--- src/rtl/serial_adder.sv ---
// Bit-serial adder/subtractor: one full-adder cell plus a carry flop processes
// the operands LSB first over WIDTH cycles, behind a start/busy/done handshake.
module serial_adder #(
  parameter int WIDTH = 8
) (
  input  logic             clk,
  input  logic             rst_n,
  input  logic             start,
  input  logic             sub,
  input  logic [WIDTH-1:0] a,
  input  logic [WIDTH-1:0] b,
  input  logic             cin,
  output logic [WIDTH-1:0] sum,
  output logic             cout,
  output logic             overflow,
  output logic             busy,
  output logic             done,
  output logic [1:0]       state_dbg
);

  localparam int CW = (WIDTH > 1) ? $clog2(WIDTH) : 1;
  localparam logic [CW-1:0] LAST = CW'(WIDTH - 1);

  localparam logic [1:0] IDLE  = 2'd0;
  localparam logic [1:0] SHIFT = 2'd1;
  localparam logic [1:0] DONE  = 2'd2;

  // Handshake: start is taken only in IDLE; busy is high for exactly WIDTH
  // cycles, then done pulses for one cycle and the result registers update
  // on the following edge. start seen in SHIFT or DONE is dropped.

  logic [1:0]       state_q, state_d;
  logic [WIDTH-1:0] a_sh_q, a_sh_d;
  logic [WIDTH-1:0] b_sh_q, b_sh_d;
  logic [WIDTH-1:0] res_sh_q, res_sh_d;
  logic             carry_q, carry_d;
  logic             c_msb_q, c_msb_d;
  logic [CW-1:0]    cnt_q, cnt_d;
  logic [WIDTH-1:0] sum_q, sum_d;
  logic             cout_q, cout_d;
  logic             ovf_q, ovf_d;

  logic             s_bit;
  logic             maj;
  logic [WIDTH:0]   res_cat;

  always_comb begin
    state_d  = state_q;
    a_sh_d   = a_sh_q;
    b_sh_d   = b_sh_q;
    res_sh_d = res_sh_q;
    carry_d  = carry_q;
    c_msb_d  = c_msb_q;
    cnt_d    = cnt_q;
    sum_d    = sum_q;
    cout_d   = cout_q;
    ovf_d    = ovf_q;

    s_bit   = a_sh_q[0] ^ b_sh_q[0] ^ carry_q;
    maj     = (a_sh_q[0] & b_sh_q[0]) | (a_sh_q[0] & carry_q) | (b_sh_q[0] & carry_q);
    // Concatenate then drop the LSB so the shift also works for WIDTH=1.
    res_cat = {s_bit, res_sh_q};

    case (state_q)
      IDLE: begin
        if (start) begin
          a_sh_d  = a;
          b_sh_d  = sub ? ~b : b;
          carry_d = sub ? 1'b1 : cin;
          cnt_d   = '0;
          state_d = SHIFT;
        end
      end
      SHIFT: begin
        carry_d  = maj;
        res_sh_d = res_cat[WIDTH:1];
        a_sh_d   = a_sh_q >> 1;
        b_sh_d   = b_sh_q >> 1;
        cnt_d    = cnt_q + 1'b1;
        if (cnt_q == LAST) begin
          c_msb_d = carry_q;
          state_d = DONE;
        end
      end
      DONE: begin
        sum_d   = res_sh_q;
        cout_d  = carry_q;
        ovf_d   = c_msb_q ^ carry_q;
        state_d = IDLE;
      end
      default: state_d = IDLE;
    endcase
  end

  always_ff @(posedge clk) begin
    if (!rst_n) begin
      state_q  <= IDLE;
      a_sh_q   <= '0;
      b_sh_q   <= '0;
      res_sh_q <= '0;
      carry_q  <= 1'b0;
      c_msb_q  <= 1'b0;
      cnt_q    <= '0;
      sum_q    <= '0;
      cout_q   <= 1'b0;
      ovf_q    <= 1'b0;
    end else begin
      state_q  <= state_d;
      a_sh_q   <= a_sh_d;
      b_sh_q   <= b_sh_d;
      res_sh_q <= res_sh_d;
      carry_q  <= carry_d;
      c_msb_q  <= c_msb_d;
      cnt_q    <= cnt_d;
      sum_q    <= sum_d;
      cout_q   <= cout_d;
      ovf_q    <= ovf_d;
    end
  end

  assign sum       = sum_q;
  assign cout      = cout_q;
  assign overflow  = ovf_q;
  assign busy      = (state_q == SHIFT);
  assign done      = (state_q == DONE);
  assign state_dbg = state_q;

endmodule
--- config.mk ---
export PLATFORM = sky130hd
export DESIGN_NAME = serial_adder
export DESIGN_NICKNAME = d
export VERILOG_FILES = /design/src/rtl/serial_adder.sv
export SDC_FILE = /design/constraint.sdc
export NUM_CORES = 1
export LEC_CHECK = 0
export ABC_AREA = 1
export ABC_CLOCK_PERIOD_IN_PS = 1830
export CELL_PAD_IN_SITES_DETAIL_PLACEMENT = 1
export CELL_PAD_IN_SITES_GLOBAL_PLACEMENT = 2
export CORE_MARGIN = 5
export CORE_UTILIZATION = 29
export CTS_CLUSTER_SIZE = 24
export DETAILED_ROUTE_END_ITERATION = 8
export GPL_TIMING_DRIVEN = 0
export PLACE_DENSITY = 0.93
export SYNTH_ARGS = -nofsm -noshare
export SYNTH_HDL_FRONTEND = slang
export SYNTH_SLANG_ARGS = --single-unit
--- constraint.sdc ---
create_clock -name clk -period 1.83 [get_ports clk]
set_input_delay 0.366 -clock clk [delete_from_list [all_inputs] [get_ports clk]]
set_output_delay 0.366 -clock clk [all_outputs]
set_load 0.005 [all_outputs]
---- After elaboration in Yosys (flattened, before gate mapping) ----
Index checks and enable logic that the tools add are counted.
word-level totals
  bits in registers ....................... 41
  input port bits ......................... 21
  output and inout port bits .............. 14
  logic and storage cells ................. 43
cells by class
  $add $sub $neg .......................... 1
  equality and inequality tests ........... 5
  muxes and demuxes ....................... 13
  bitwise gates (word level) .............. 9
  reductions and logical operators ........ 5
operators by type and width
  kind                   count
  $pmux W8 S2            2
  $mux W8                3
  $not A8 Y8             1
  $pmux W3 S2            1
  $reduce_and A2 Y1      3
  $mux W2                2
  $pmux W2 S2            1
  $add A3 B1 Y3 const B  1
  $and A1 B1 Y1          3
  $eq A3 B3 Y1 const B   1
  $mux W3                1
  $xor A1 B1 Y1          3
  $eq A2 B1 Y1 const B   1
  $eq A2 B2 Y1 const B   1
  $logic_not A2 Y1       1
  $mux W1                2
  $ne A2 B1 Y1 const B   1
  $ne A2 B2 Y1 const B   1
  $or A1 B1 Y1           2
  $pmux W1 S2            1
  $reduce_bool A2 Y1     1

---- Depth between registers and ports, before layout ----
  depth after elaboration ................. 4
  mapped depth ............................ 8
  depth with buffers taken out ............ 7

---- Least setup slack after synthesis ----
Ideal clock, no wire load.
  kind .................................... input -> register
  start ................................... input port start
  end ..................................... register b_sh_q[1]
  arrival time ............................ 1.044 ns
  data required time ...................... 1.702 ns
  slack ................................... 0.658 ns
  stages on the path ...................... 7
  cells stage by stage .................... buf_2 > nand2_1 > buf_2 > nand3_1 > nand2_1 > nor2_1 > nor2_1
between the ends
  cells in the longest elaborated chain, start to end .. 2
RTL lines
  element                             line  source
  from (decl)                         8     input logic start,
  $ne A2 B2 Y1 (no source line)       --
  $reduce_and A2 Y1 (no source line)  --
  to (signal assigned)                110   b_sh_q <= b_sh_d;
  to (decl)                           34    logic [WIDTH-1:0] b_sh_q, b_sh_d;
Every way passes these cells.
A chain may end at the register's enable or synchronous reset.

---- Worst setup path after layout ----
  start ................................... register state_q[1] (netlist: state_dbg[1])
  end ..................................... output port busy
between the ends
  cells in the longest elaborated chain, start to end .. 1
RTL lines
  element                 line  source
  from (decl)             32    logic [1:0] state_q, state_d;
  from (signal assigned)  108   state_q <= state_d;
  $eq A2 B1 Y1            124   assign busy = (state_q == SHIFT);
  to (decl)               16    output logic busy,
Every way passes these cells.

==> flow_summary.toml <==
[floorplanning]
die_w_um = 88.8
floorplan.initialDensity_pct = 30.1
io-pin-count = 35
area_inside_the_core_boundary_mm2 = 0.00599
fp.dieH_um = 88.8
rows = 28
die_area_mm2 = 0.00789

[worst_setup_path]
timing.rr.end = "b_sh_q[5]"
timing.critical_path.arrival_ns = 1.39
reg2reg_from = "state_dbg[0]"
r2r_slack_ns = 0.36
path_buf_inv = 3
nature_of_the_critical_path_endpoint = "output pin"
timing.critical_path.from_type = "register"
timing.critical_path.required_ns = 1.46
worst_path_cell_chain = "inv_4 -> nand2_2 -> inv_4 -> clkdlybuf4s50_1"
cp_slowest_stage_delay_ns = 0.49
worst_setup_path_category = "register to output pin"
worst_path_cell_with_the_longest_stage_delay = "sky130_fd_sc_hd__clkdlybuf4s50_1"
crit_path_max_delay_family = "buffers and inverters"
timing.critical_path.from = "state_dbg[1]"
rr_worst_depth = 5
crit_top_cell = "sky130_fd_sc_hd__inv_4"
worstPathMaxFanout = 5

[timing]
tightest_slew_ns = 0.637
skew_ns = 0.00408
timing.final.crit_share_pct = 96.2
maxClockFrequency_mhz = 568
slew_headroom_pct = 57.3
count_of_final_hold_check_violations = 0
setup_viol_count_final = 0
finalHoldWorstSlack_ns = 0.452
slew_violations = 0
rsz0062_at_grt = "no"
min_period_ns = 1.76

[place]
io_buffers = 31
hpwlAfterDp_um = 3490
place_congestion = 0.733

[route]
drcViolationCount = 0
post_drt_wl_per_cell_um = 12.7
dr.pass1.iters = 4
num_vias = 1757
detail_route.wirelength_um = 4870
ant_nets = 0
avgViaCountPerCell = 4.59
drt_iter0_drc = 25

[layout]
nets = 332
fillers = 783
ant_diodes = 0
finish.utilization_pct = 39.1
syn2layout_area_growth_pct = 29.9
multiInputGateArea_um2 = 845
layout-drive-gt1-share_pct = 7.14
seq_area_um2 = 828

[cts]
cts_num_sinks = 41
tritoncts = "built"
clockBufferDepth = 2
clkLatencyLatePin_ns = 0.29
cts.htree.levels = 2
cts_inserted_buffers = 5
clkTransAtPathRegs_ns = 0.08
cts.root.buffer_cell = "sky130_fd_sc_hd__clkbuf_8"

[global_routing]
globalRouteOverflowTotal = 0
grt_pass1_vias = 1700
grt_util_all_layers_pct = 13.4
grt_pass1_wl_um = 8120
largest_net_degree_at_the_start_of_global_routing = 18
antenna_found_initial = 0

[yosys]
synth.distinct_cells = 19
synth.net_count = 292
flops_latches_synth = 41
synthesis.instances = 268
post_synth.cell_area_avg_um2 = 6.72
synth_area_mm2 = 0.00180
synth_seq_area_share_pct = 45.6
synth-warning-count = 0

[worst_hold_path]
hold-path-cell-count = 3
min_to = "sum[1]"
hold_path.class = "input pin to register"
min_from = "rst_n"

[pwr]
peak_supply_drop_mv = 0.308
power.density_cell_area_mw_per_mm2 = 769
p_leak_nw = 1.12

[status]
outcome = "complete, no violations"

[flow_run]
max_cap_violations = 0
report_power, final:
group / total (mW) / switching (mW) / internal [mW]
combinational: 0.234 / 0.133 / 0.101
sequential: 0.963 / 0.0305 / 0.932
clock: 0.603 / 0.303 / 0.299
cell families (layout without fill, tap and decap cells):
group	count (synthesis)	count (layout)	share of synthesized area (%)
flip-flops	41	41	45.6
buffers and inverters	36	76	8.12
XOR/XNOR	2	2	0.972
AO/OA/AOI/OAI	28	28	7.78
AND/OR/NAND/NOR	158	158	35.1
adder cells (fa/ha/maj)	3	3	2.50
cells in the final DEF, fill, tap and decap left out:
cell and instances:
sky130_fd_sc_hd__dfxtp_1 39, sky130_fd_sc_hd__ha_1 2, sky130_fd_sc_hd__nand3_1 24, sky130_fd_sc_hd__clkbuf_1 5
sky130_fd_sc_hd__nor3_1 1, sky130_fd_sc_hd__inv_1 21, sky130_fd_sc_hd__buf_1 1, sky130_fd_sc_hd__dlymetal6s2s_1 1
sky130_fd_sc_hd__o21ai_0 21, sky130_fd_sc_hd__buf_6 1, sky130_fd_sc_hd__dfxtp_4 2, sky130_fd_sc_hd__clkbuf_8 6
sky130_fd_sc_hd__a21oi_1 7, sky130_fd_sc_hd__xnor2_1 1, sky130_fd_sc_hd__nand2_4 1, sky130_fd_sc_hd__nor2_1 63
sky130_fd_sc_hd__nor2_4 1, sky130_fd_sc_hd__inv_4 2, sky130_fd_sc_hd__clkinv_1 1, sky130_fd_sc_hd__nand2_1 67
sky130_fd_sc_hd__xor2_1 1, sky130_fd_sc_hd__buf_4 4, sky130_fd_sc_hd__fa_1 1, sky130_fd_sc_hd__clkdlybuf4s50_1 30
sky130_fd_sc_hd__buf_2 4, sky130_fd_sc_hd__nand2_2 1
metal layers:
| metal | wire length [um] | track usage (%) | up-vias |
|---|---|---|---|
| met2 | 2300 | 22.1 | 32 |
| li1 | - | - | 909 |
| met4 | 59 | 4.53 | 0 |
| met5 | 0 | 0 | - |
| met1 | 2270 | 17.1 | 811 |
| met3 | 246 | 2.98 | 5 |
worst max path at each step:
stage                      to  slack, ns  depth (start not counted)
CTS                      done     -0.002                          4
global placement         busy      -0.06                          4
global route             busy       0.01                          4
detailed placement       busy      -0.11                          4
floorplan           b_sh_q[1]       0.66                          7
finish                   busy       0.07                          4
state kept, by name, indices dropped and copies added, names as in the netlist:
| name | count |
|---|---|
| a_sh_q | 8 |
| res_sh_q | 8 |
| overflow | 1 |
| b_sh_q | 8 |
| sum | 8 |
| cout | 1 |
| carry_q | 1 |
| cnt_q | 3 |
| state_dbg | 2 |
| c_msb_q | 1 |
worst register-to-register path, stage by stage, from the launching register on:
cell                      delay [ns]
sky130_fd_sc_hd__dfxtp_4        0.38
sky130_fd_sc_hd__nor2_1         0.52
sky130_fd_sc_hd__nand2_1        0.22
sky130_fd_sc_hd__nor2_1         0.16
sky130_fd_sc_hd__nor2_1         0.06
sky130_fd_sc_hd__nor2_1         0.07
synthesized netlist by cell type:
master | count | area, um^2
sky130_fd_sc_hd__a21oi_1 | 7 | 35.0
sky130_fd_sc_hd__xnor2_1 | 1 | 8.76
sky130_fd_sc_hd__dfxtp_1 | 41 | 821
sky130_fd_sc_hd__buf_1 | 1 | 3.75
sky130_fd_sc_hd__clkinv_1 | 1 | 3.75
sky130_fd_sc_hd__nand2_4 | 1 | 11.3
sky130_fd_sc_hd__ha_1 | 2 | 25.0
sky130_fd_sc_hd__nor2_1 | 64 | 240
sky130_fd_sc_hd__buf_4 | 1 | 7.51
sky130_fd_sc_hd__xor2_1 | 1 | 8.76
sky130_fd_sc_hd__inv_1 | 21 | 78.8
sky130_fd_sc_hd__fa_1 | 1 | 20.0
sky130_fd_sc_hd__nand3_1 | 24 | 120
sky130_fd_sc_hd__buf_2 | 6 | 30.0
sky130_fd_sc_hd__nor3_1 | 1 | 5.00
sky130_fd_sc_hd__clkbuf_1 | 4 | 15.0
sky130_fd_sc_hd__nand2_1 | 68 | 255
sky130_fd_sc_hd__inv_2 | 2 | 7.51
sky130_fd_sc_hd__o21ai_0 | 21 | 105
through the flow:
stage | setup slack (ns) | total power [mW] | area (um^2) | cells | setup TNS [ns]
2_1_floorplan | 0.658 | 1.12 | 1800 | 268 | 0
6_report | 0.0690 | 1.80 | 2340 | 383 | 0
5_1_grt | 0.0145 | 1.89 | 2340 | 383 | 0
3_3_place_gp | -0.0643 | 1.21 | 2210 | 374 | -0.0643
3_5_place_dp | -0.107 | 1.22 | 2210 | 374 | -0.107
4_1_cts | -0.00240 | 1.83 | 2320 | 382 | -0.00240
area by class of cell:
type                    instances  share of cell area (%)
flip-flops and latches         41                    35.4
repair buffers                 34                    14.3
inverters                      24                    4.06
plain buffers                  11                    2.46
clock buffers                   7                    3.69
well taps                      75                    4.01
multi-input cells             191                    36.1
repair_timing:
item	in CTS	in global routing
endpoints found under the setup margin	2	2
buffers inserted	2	1
resized for setup	8	4
hold buffers	0	0
pin swaps	0	1
No activity file was read; power rests on OpenSTA's default activity.
